[src/rtl/register_file.sv]
// register_file: 32x32 integer register file, two registered read ports with write-first bypass, post-reset clear sequencer
module register_file (
  input  logic        clock,
  input  logic        reset,
  input  logic        rden1,
  input  logic [4:0]  raddr1,
  output logic [31:0] rdata1,
  input  logic        rden2,
  input  logic [4:0]  raddr2,
  output logic [31:0] rdata2,
  input  logic        wren,
  input  logic [4:0]  waddr,
  input  logic [31:0] wdata,
  output logic        ready
);
  typedef enum logic {INIT, RUN} state_t;
  state_t      state;
  logic [4:0]  cnt;
  logic [31:0] mem [32];
  logic        mem_we;
  logic [4:0]  mem_addr;
  logic [31:0] mem_din, rd1, rd2;
  always_comb begin
    mem_we   = !reset && (state == INIT || (wren && waddr != 5'd0));
    mem_addr = state == INIT ? cnt : waddr;
    mem_din  = state == INIT ? '0 : wdata;
    rd1      = raddr1 == 5'd0 ? '0 : (wren && waddr == raddr1) ? wdata : mem[raddr1];
    rd2      = raddr2 == 5'd0 ? '0 : (wren && waddr == raddr2) ? wdata : mem[raddr2];
  end
  always_ff @(posedge clock)
    if (mem_we) mem[mem_addr] <= mem_din;
  always_ff @(posedge clock) begin
    if (reset) begin
      state  <= INIT;
      cnt    <= '0;
      rdata1 <= '0;
      rdata2 <= '0;
      ready  <= 1'b0;
    end else if (state == INIT) begin
      cnt <= cnt + 5'd1;
      if (cnt == 5'd31) begin
        state <= RUN;
        ready <= 1'b1;
      end
    end else begin
      if (rden1) rdata1 <= rd1;
      if (rden2) rdata2 <= rd2;
    end
  end
endmodule

[config.mk]
export PLATFORM = sky130hd
export DESIGN_NAME = register_file
export DESIGN_NICKNAME = d
export VERILOG_FILES = /design/src/rtl/register_file.sv
export SDC_FILE = /design/constraint.sdc
export NUM_CORES = 1
export LEC_CHECK = 0
export BUFFER_PORTS_ARGS = -buffer_cell sky130_fd_sc_hd__buf_2
export CAP_MARGIN = 20
export CORE_MARGIN = 4
export CORE_UTILIZATION = 30
export CTS_BUF_LIST = sky130_fd_sc_hd__clkbuf_8
export DETAILED_ROUTE_END_ITERATION = 6
export GPL_TIMING_DRIVEN = 1
export HOLD_SLACK_MARGIN = 0.1
export PLACE_DENSITY_LB_ADDON = 0.08
export SETUP_SLACK_MARGIN = 0.4
export SLEW_MARGIN = 20
export SYNTH_ARGS = -nofsm -noshare
export SYNTH_HDL_FRONTEND = slang
export SYNTH_SLANG_ARGS = --single-unit
[constraint.sdc]
create_clock -name clock -period 3.8 [get_ports clock]
set_clock_uncertainty 0.2 [all_clocks]
set_input_delay 0.38 -clock clock [delete_from_list [all_inputs] [get_ports clock]]
set_output_delay 0.38 -clock clock [all_outputs]
set_load 0.05 [all_outputs]
# After elaboration in Yosys (flattened, before gate mapping)
# Memory sizes are Yosys's and may differ from the RTL's.
# Cells that the tools add are included.
# totals
reg_bits	71
latch_bits	0
mem_bits_rw	1024
romBits	0
inputBits	52
elab_cells	33
n_memories	1
# op_classes
add_sub_neg	1
multipliers	0
div	0
order_cmp	0
eq_ne	3
shifts	0
n_mux	10
bitwise	1
n_reduce_logical	12
# memory_table
name	depth	width	rd	rd_ports_with_merged_regs	write_ports	line_no	source
mem	32	32	2	0	1	19	logic [31:0] mem [32];
# ops
cell	n
two-way mux 32 bit	5
equality test 5 bit	2
logical NOT 5 bit	2
AND reduction 2 bit	3
adder 5 x 1 -> 5 bit, second input constant	1
equality test 5 bit, second input constant	1
two-way mux 5 bit	1
nonzero test 5 bit	1
logical AND 1 bit	4
two-way mux 1 bit	4
logical NOT 1 bit	1
logical OR 1 bit	1
inverter 1 bit	1

# Longest topological paths before layout
# Gate-level depths: netlist (run 1).
# depth
word_depth	6
ltp_mapped	10
depth_no_buf	5

# Worst setup path before layout (run 1)
# Ideal clock, no wire load.
# synth_timing
path_type	in2reg
startpoint	input port waddr[4]
endpoint	memory mem[18][0] (enable)
arrival_time_ps	2877
setup_slack_ps	302
stages	6
path_buffers	1
path_cell_list	clkbuf_1 -> nor2_1 -> a211o_1 -> a211oi_1 -> nand2_1 -> nor2_1
# synth_between
elab_chain_len	6
word_cells_on_any_way	7
cone_classes	mux (3); reduce/logical (4)
# synth_rtl
element	line_no	source
start, declared	12	input logic [4:0] waddr,
nonzero test 5 bit	24	mem_we = !reset && (state == INIT || (wren && waddr != 5'd0));
logical AND 1 bit	24	
logical OR 1 bit	24	
logical AND 1 bit	24	
two-way mux 1 bit	31	if (mem_we) mem[mem_addr] <= mem_din;
two-way mux 1 bit (not written as such)	31	
end, declared	19	
# Parallel ways exist; a longest one is shown, timed or not.

# Final worst setup path (run 1)
# layout_timing
startpoint	input port raddr2[2]
endpoint	register rdata2[4]
# layout_between
elab_chain_len	4
word_cells_on_any_way	6
cone_classes	eq/ne (1); mux (2); reduce/logical (2); memory (1)
# layout_rtl
element	line_no	source
start, declared	9	input logic [4:0] raddr2,
branches (longest 3 deep; another with memory (32 x 32 bit))	-	
two-way mux 32 bit (*)	28	rd2 = raddr2 == 5'd0 ? '0 : (wren && waddr == raddr2) ? wdata : mem[raddr2];
end signal, assigned	47	if (rden2) rdata2 <= rd2;
end, declared	10	output logic [31:0] rdata2,
# Every way passes the cells marked *.
# A chain may end at the register's enable or synchronous reset.

==> results of run 1 <==
## metrics by stage
stage	power (mW)	instance area, sq um	hold WS, ps	util (%)	setup slack, ps
global route	27.3	60100	150	36.0	506
floorplan	14.5	50500	290	-	302
global placement	15.3	55300	265	33.1	739
finish	26.3	60100	216	36.0	472
CTS	26.7	60100	102	36.0	638
detailed placement	15.3	55300	271	33.1	717
## what timing repair did
action | in CTS | in global routing
setup buffers | 0 | 0
endpoints found under the setup margin | 0 | 0
hold buffers | 85 | 0
hold endpoints to repair | 796 | 0
## where the power goes
part	switching [mW]	leakage, nW	total, mW	internal, mW
Combinational	1.23	8.75	2.03	0.792
Sequential	0.0386	9.57	13.1	13.1
Clock	5.33	2.26	11.2	5.87
## cells in the mapped netlist (29+ instances only)
master	n	area [sq um]
a221o_1	37	370
a22oi_1	273	2050
a41oi_1	32	280
and2_1	37	231
buf_2	84	420
clkbuf_1	125	469
dfxtp_1	71	1420
edfxtp_1	1024	30700
mux2i_1	582	5830
mux4_2	244	5500
nand2_1	29	109
nand3_1	165	826
nor2_1	52	195
## worst paths after layout
| path | slack [ps] | depth (start not counted) | endpoint | start |
|---|---|---|---|---|
| max reg2reg | 750 | 6 | rdata1[11] | state |
| max | 470 | 11 | rdata2[4] | raddr2[2] |
| min | 220 | 4 | rdata2[20] | wdata[20] |
| min reg2reg | 280 | 1 | rdata1[1] | rdata1[1] |
## per-layer routing
metal	share of wire, %	vias to the layer above
met5	0.013	-
met4	3.6	4
met3	6.2	348
met2	48	1320
met1	43	17600
li1	-	13500
## cell families after synthesis
kind of cell | after synthesis
AOI/OAI and AO/OA | 506
muxes | 836
buffers and inverters | 251
adders and majority gates | 2
DFF | 1095
and+or+nand+nor | 315
xor gates and xnor gates | 13
## flip-flops by register name, indices dropped and copies added (netlist names)
register  flops
rdata1       32
cnt           5
state         1
rdata2       32
ready         1
mem        1024
## worst min-delay path, cell delays in order
cell           delay, ps
dlygate4sd3_1        510
buf_2                150
a32oi_1              130
o211ai_1             120
## cell type report
class | instances | area share [%]
inverters | 6 | 0.0375
repair buffers | 399 | 6.12
clock buffers | 207 | 4.74
diodes | 4 | 0.0166
flip-flops and latches | 1095 | 53.5
well taps | 2204 | 4.59
multi-input cells | 1672 | 29.2
clock inverters | 170 | 1.81
==> flow_summary.json, run 1 <==
{
  "synthArstFlopShare_pct": 0,
  "grt_overflow": 0,
  "drtAntennaViolNets": 0,
  "synth-compound-area-share_pct": 7.71,
  "use_met3_pct": 3.96,
  "avgSynthCellArea_sq_um": 16.7,
  "worst_pin_slew_ps": 1100,
  "rows": 150,
  "post_drt_wl_per_cell_um": 34.9,
  "synth_nets": 3072,
  "yosys.area_share.simple_pct": 3.12,
  "clkLatencyLatePin_ps": 950,
  "cts_buffers": 200,
  "dpl.hpwl_um": 123000,
  "start_util_pct": 30.2,
  "slew_viol_final": 0,
  "cap_violations": 0,
  "synth_area_sq_um": 50500,
  "leakage_nw": 20.6,
  "irDropWorstVdd_uv": 390,
  "min_period_over_period_pct": 87.6,
  "synthXorXnorAreaFrac_pct": 0.226,
  "synth_flop_cell": "edfxtp_1",
  "cts_tree": "done",
  "path_class": "in2reg",
  "synth_edf_count": 1024,
  "post-route-min-period_ps": 3330,
  "synth_top_family_by_area": "multiplexers",
  "crit_slowest_cell": "dlygate4sd3_1",
  "status": "complete, no violations",
  "htree_levels": 4,
  "hold_class": "in2reg",
  "fin_cells": 5757,
  "route.detailed.drc": 0,
  "dr.pass1.iters": 5,
  "multi_input_area_sq_um": 17500,
  "synth-seq-cells": 1095,
  "grt_first_pass_wirelength_um": 278000,
  "die_area_sq_um": 175000,
  "drt_iter0_drc": 3072,
  "grt_usage_pct": 22.7,
  "final_cell_mix": "edfxtp_1 (1024), mux2i_1 (582), a22oi_1 (273), mux4_2 (244), clkbuf_8 (207)",
  "yosys-mux-area-fraction_pct": 23.0,
  "synth_fa_ha_area_share_pct": 0.0496,
  "place.gp.congestion": 0.823,
  "ys_types": 53,
  "use_met1_pct": 30.3,
  "rsz0062_at_grt": "false",
  "dpl.cell_count": 5291,
  "die_y_um": 418,
  "mostFrequentLayoutCell": "edfxtp_1",
  "synth_cells": 3018,
  "grt_max_degree": 79,
  "layout.nets": 3428,
  "grt_pass1_vias": 33900,
  "setup_violations": 0,
  "relSlewSlack_pct": 26.6,
  "fillerInstances": 15700,
  "drive_gt1_share_pct": 25.0,
  "die_width_um": 418,
  "p_per_area_nw_per_um2": 438,
  "regArea_sq_um": 32200,
  "crit_required_ps": 4500,
  "cts-resized-gates": 0,
  "routed_wl_um": 201000,
  "cp-end-kind": "register",
  "io_pins": 117,
  "gr-usage-met2_pct": 37.2,
  "cp-start-kind": "input pin",
  "cp_top_family": "buffers and inverters",
  "syn2layout_area_growth_pct": 19.2,
  "top_usage_layer": "met2",
  "avgViaCountPerCell": 5.68,
  "io_buffers": 116,
  "setup_tns_ps": 0,
  "core_sq_um": 167000,
  "fmaxAchievable_ghz": 0.301,
  "cp_max_fo": 33,
  "yosysWarningCount": 0,
  "clk_path_buf_depth": 3,
  "crit_chain": "dlygate4sd3_1 > buf_4 > buf_12 > xnor2_1 > nand4_1 > nor2_1 > buf_4 > a21oi_1 > dlygate4sd3_1 > o2bb2ai_1 > dlygate4sd3_1",
  "cts.sinks": 1095,
  "hold_violations": 0,
  "antenna_found_initial": 8,
  "cp_common_cell": "dlygate4sd3_1",
  "critPathArrivalTime_ps": 4020,
  "clk_pin_slew_ps": 60,
  "max_stage_delay_ps": 580,
  "clock-root-buffer": "clkbuf_8",
  "synth_seq_area_share_pct": 63.8,
  "crit_buf_inv": 6,
  "vias": 32700
}
Power figures use the tool's default switching activity.
==> inputs of run 2 (changes only) <==
--- a/config.mk
+++ b/config.mk
@@ -8,7 +8,7 @@
 export BUFFER_PORTS_ARGS = -buffer_cell sky130_fd_sc_hd__buf_2
 export CAP_MARGIN = 20
 export CORE_MARGIN = 4
-export CORE_UTILIZATION = 30
+export CORE_UTILIZATION = 39
 export CTS_BUF_LIST = sky130_fd_sc_hd__clkbuf_8
 export DETAILED_ROUTE_END_ITERATION = 6
 export GPL_TIMING_DRIVEN = 1
==> run 2 against run 1 <==
Effect of this change: global-route usage up 5.4 points; critical path depth down 2; first-iteration DRC count up 33%; critical endpoint is now rdata1[2]; largest cell class unchanged.
==> flow_summary.json, run 2 (synthesized netlist as in run 1, its figures left out) <==
{
  "io_pins": 117,
  "start_util_pct": 39.4,
  "path_class": "in2reg",
  "drt_iter0_drc": 4087,
  "post-route-util_pct": 46.4,
  "io_buffers": 116,
  "mostFrequentLayoutCell": "edfxtp_1",
  "cts.sinks": 1095,
  "crit_buf_inv": 5,
  "final_cell_mix": "edfxtp_1 (1024), mux2i_1 (582), a22oi_1 (273), mux4_2 (244), clkbuf_8 (208)",
  "crit_slowest_cell": "a41oi_1",
  "grt_first_pass_wirelength_um": 267000,
  "route.detailed.drc": 0,
  "fmaxAchievable_ghz": 0.309,
  "layout.nets": 3411,
  "max_stage_delay_ps": 610,
  "worst_pin_slew_ps": 1200,
  "fin_area_sq_um": 59400,
  "clk_pin_slew_ps": 60,
  "drtAntennaViolNets": 0,
  "setup_tns_ps": 0,
  "clkLatencyLatePin_ps": 930,
  "grt_pass1_vias": 34000,
  "cts_tree": "done",
  "fin_cells": 5252,
  "hold_class": "in2reg",
  "regMostFlops": "mem",
  "post-route-min-period_ps": 3240,
  "post_dp_cell_area_sq_um": 54700,
  "min_period_over_period_pct": 85.2,
  "cp_max_fo": 32,
  "cp-end-kind": "register",
  "slew_viol_final": 0,
  "irDropWorstVdd_uv": 347,
  "critPathArrivalTime_ps": 3920,
  "dpl.cell_count": 4808,
  "clk_path_buf_depth": 3,
  "setup_ws_ps": 561,
  "fillerInstances": 11000,
  "crit_required_ps": 4480,
  "clock-root-buffer": "clkbuf_8",
  "core_sq_um": 128000,
  "die_y_um": 368,
  "p_per_area_nw_per_um2": 439,
  "cp-start-kind": "input pin",
  "crit_chain": "dlygate4sd3_1 > dlygate4sd3_1 > buf_2 > a211oi_1 > o31ai_4 > buf_12 > a41oi_1 > a221o_1 > dlygate4sd3_1",
  "post_drt_wl_per_cell_um": 36.8,
  "dr.pass1.iters": 6,
  "largest_reg_flops": 1024,
  "cts_buffers": 190,
  "die_area_sq_um": 135000,
  "routed_wl_um": 193000,
  "antenna_found_initial": 12,
  "top_regs": "mem (1024), rdata1 (32), rdata2 (32)",
  "dpl.hpwl_um": 117000,
  "postCtsSetupRepairBufs": 0,
  "cp_top_family": "buffers and inverters",
  "setup_violations": 0,
  "grt_overflow": 0,
  "cap_violations": 0,
  "status": "complete, no violations",
  "rsz0062_at_grt": "false",
  "cp_common_cell": "dlygate4sd3_1",
  "avgViaCountPerCell": 6.39,
  "vias": 33600,
  "relSlewSlack_pct": 20.1,
  "htree_levels": 4,
  "die_width_um": 368,
  "leakage_nw": 20.5,
  "hold_violations": 0,
  "grt_usage_pct": 28.1,
  "place.gp.congestion": 0.903,
  "pre_cts_slack_ps": 765,
  "drive_gt1_share_pct": 24.9,
  "rows": 131,
  "grt_max_degree": 103,
  "syn2layout_area_growth_pct": 17.8
}
-- run 2: cell count changes in the layout (fill, tap and decap cells not counted), sizes merged --
cell | previous run | this run
clkinv | 82 | 65
inv | 79 | 67
buf | 314 | 307
diode | 4 | 8
bufinv | 11 | 12
clkbuf | 207 | 208
-- run 2: where the power goes --
part	switching (mW)	internal [mW]	total [mW]
registers	0.0396	13.1	13.1
clock network	5.12	5.88	11.0
logic	1.21	0.784	2.00
-- run 2: worst paths after layout --
| path | startpoint | end | slack (ps) | cells past startpoint |
|---|---|---|---|---|
| worst min-delay path | wdata[24] | rdata2[24] | 210 | 4 |
| worst max-delay path | reset | rdata1[2] | 560 | 9 |
| worst max register to register | state | rdata1[2] | 580 | 7 |
| worst min register to register | ready | ready | 290 | 2 |
-- run 2: metrics by stage --
stage / hold WS [ps] / power, mW
after floorplan: 290 / 14.5
after global placement: 266 / 15.3
after detailed placement: 269 / 15.3
after CTS: 101 / 26.3
after global routing: 154 / 27.0
final: 207 / 26.1
-- run 2: per-layer routing --
metal / GRT usage, % / part of all wire (%) / wire [um]
met2: 42.1 / 44 / 85700
met5: 0 / 0 / 0
met1: 40.1 / 43 / 83100
met3: 6.38 / 8.9 / 17200
met4: 10.2 / 3.7 / 7120
-- run 2: worst min-delay path: stages --
cell and delay [ps]:
dlygate4sd3_1 540, buf_2 150, a32oi_1 100, nand3_1 100
-- run 2: area by class of cell --
class	instances	area [sq um]	share of cell area, %
clock inverter	142	982	1.65
tap	1729	2160	3.64
multi-input combinational	1672	17600	29.5
clock buffer	208	2860	4.82
antenna	8	20.0	0.0337
timing repair buffer	392	3650	6.14
sequential	1095	32200	54.1
inverter	6	22.5	0.0379
-- run 2: what timing repair did --
action,CTS,global route
setup endpoints to repair,0,0
hold endpoints to repair,455,0
hold buffers,85,0
resized for setup,0,0
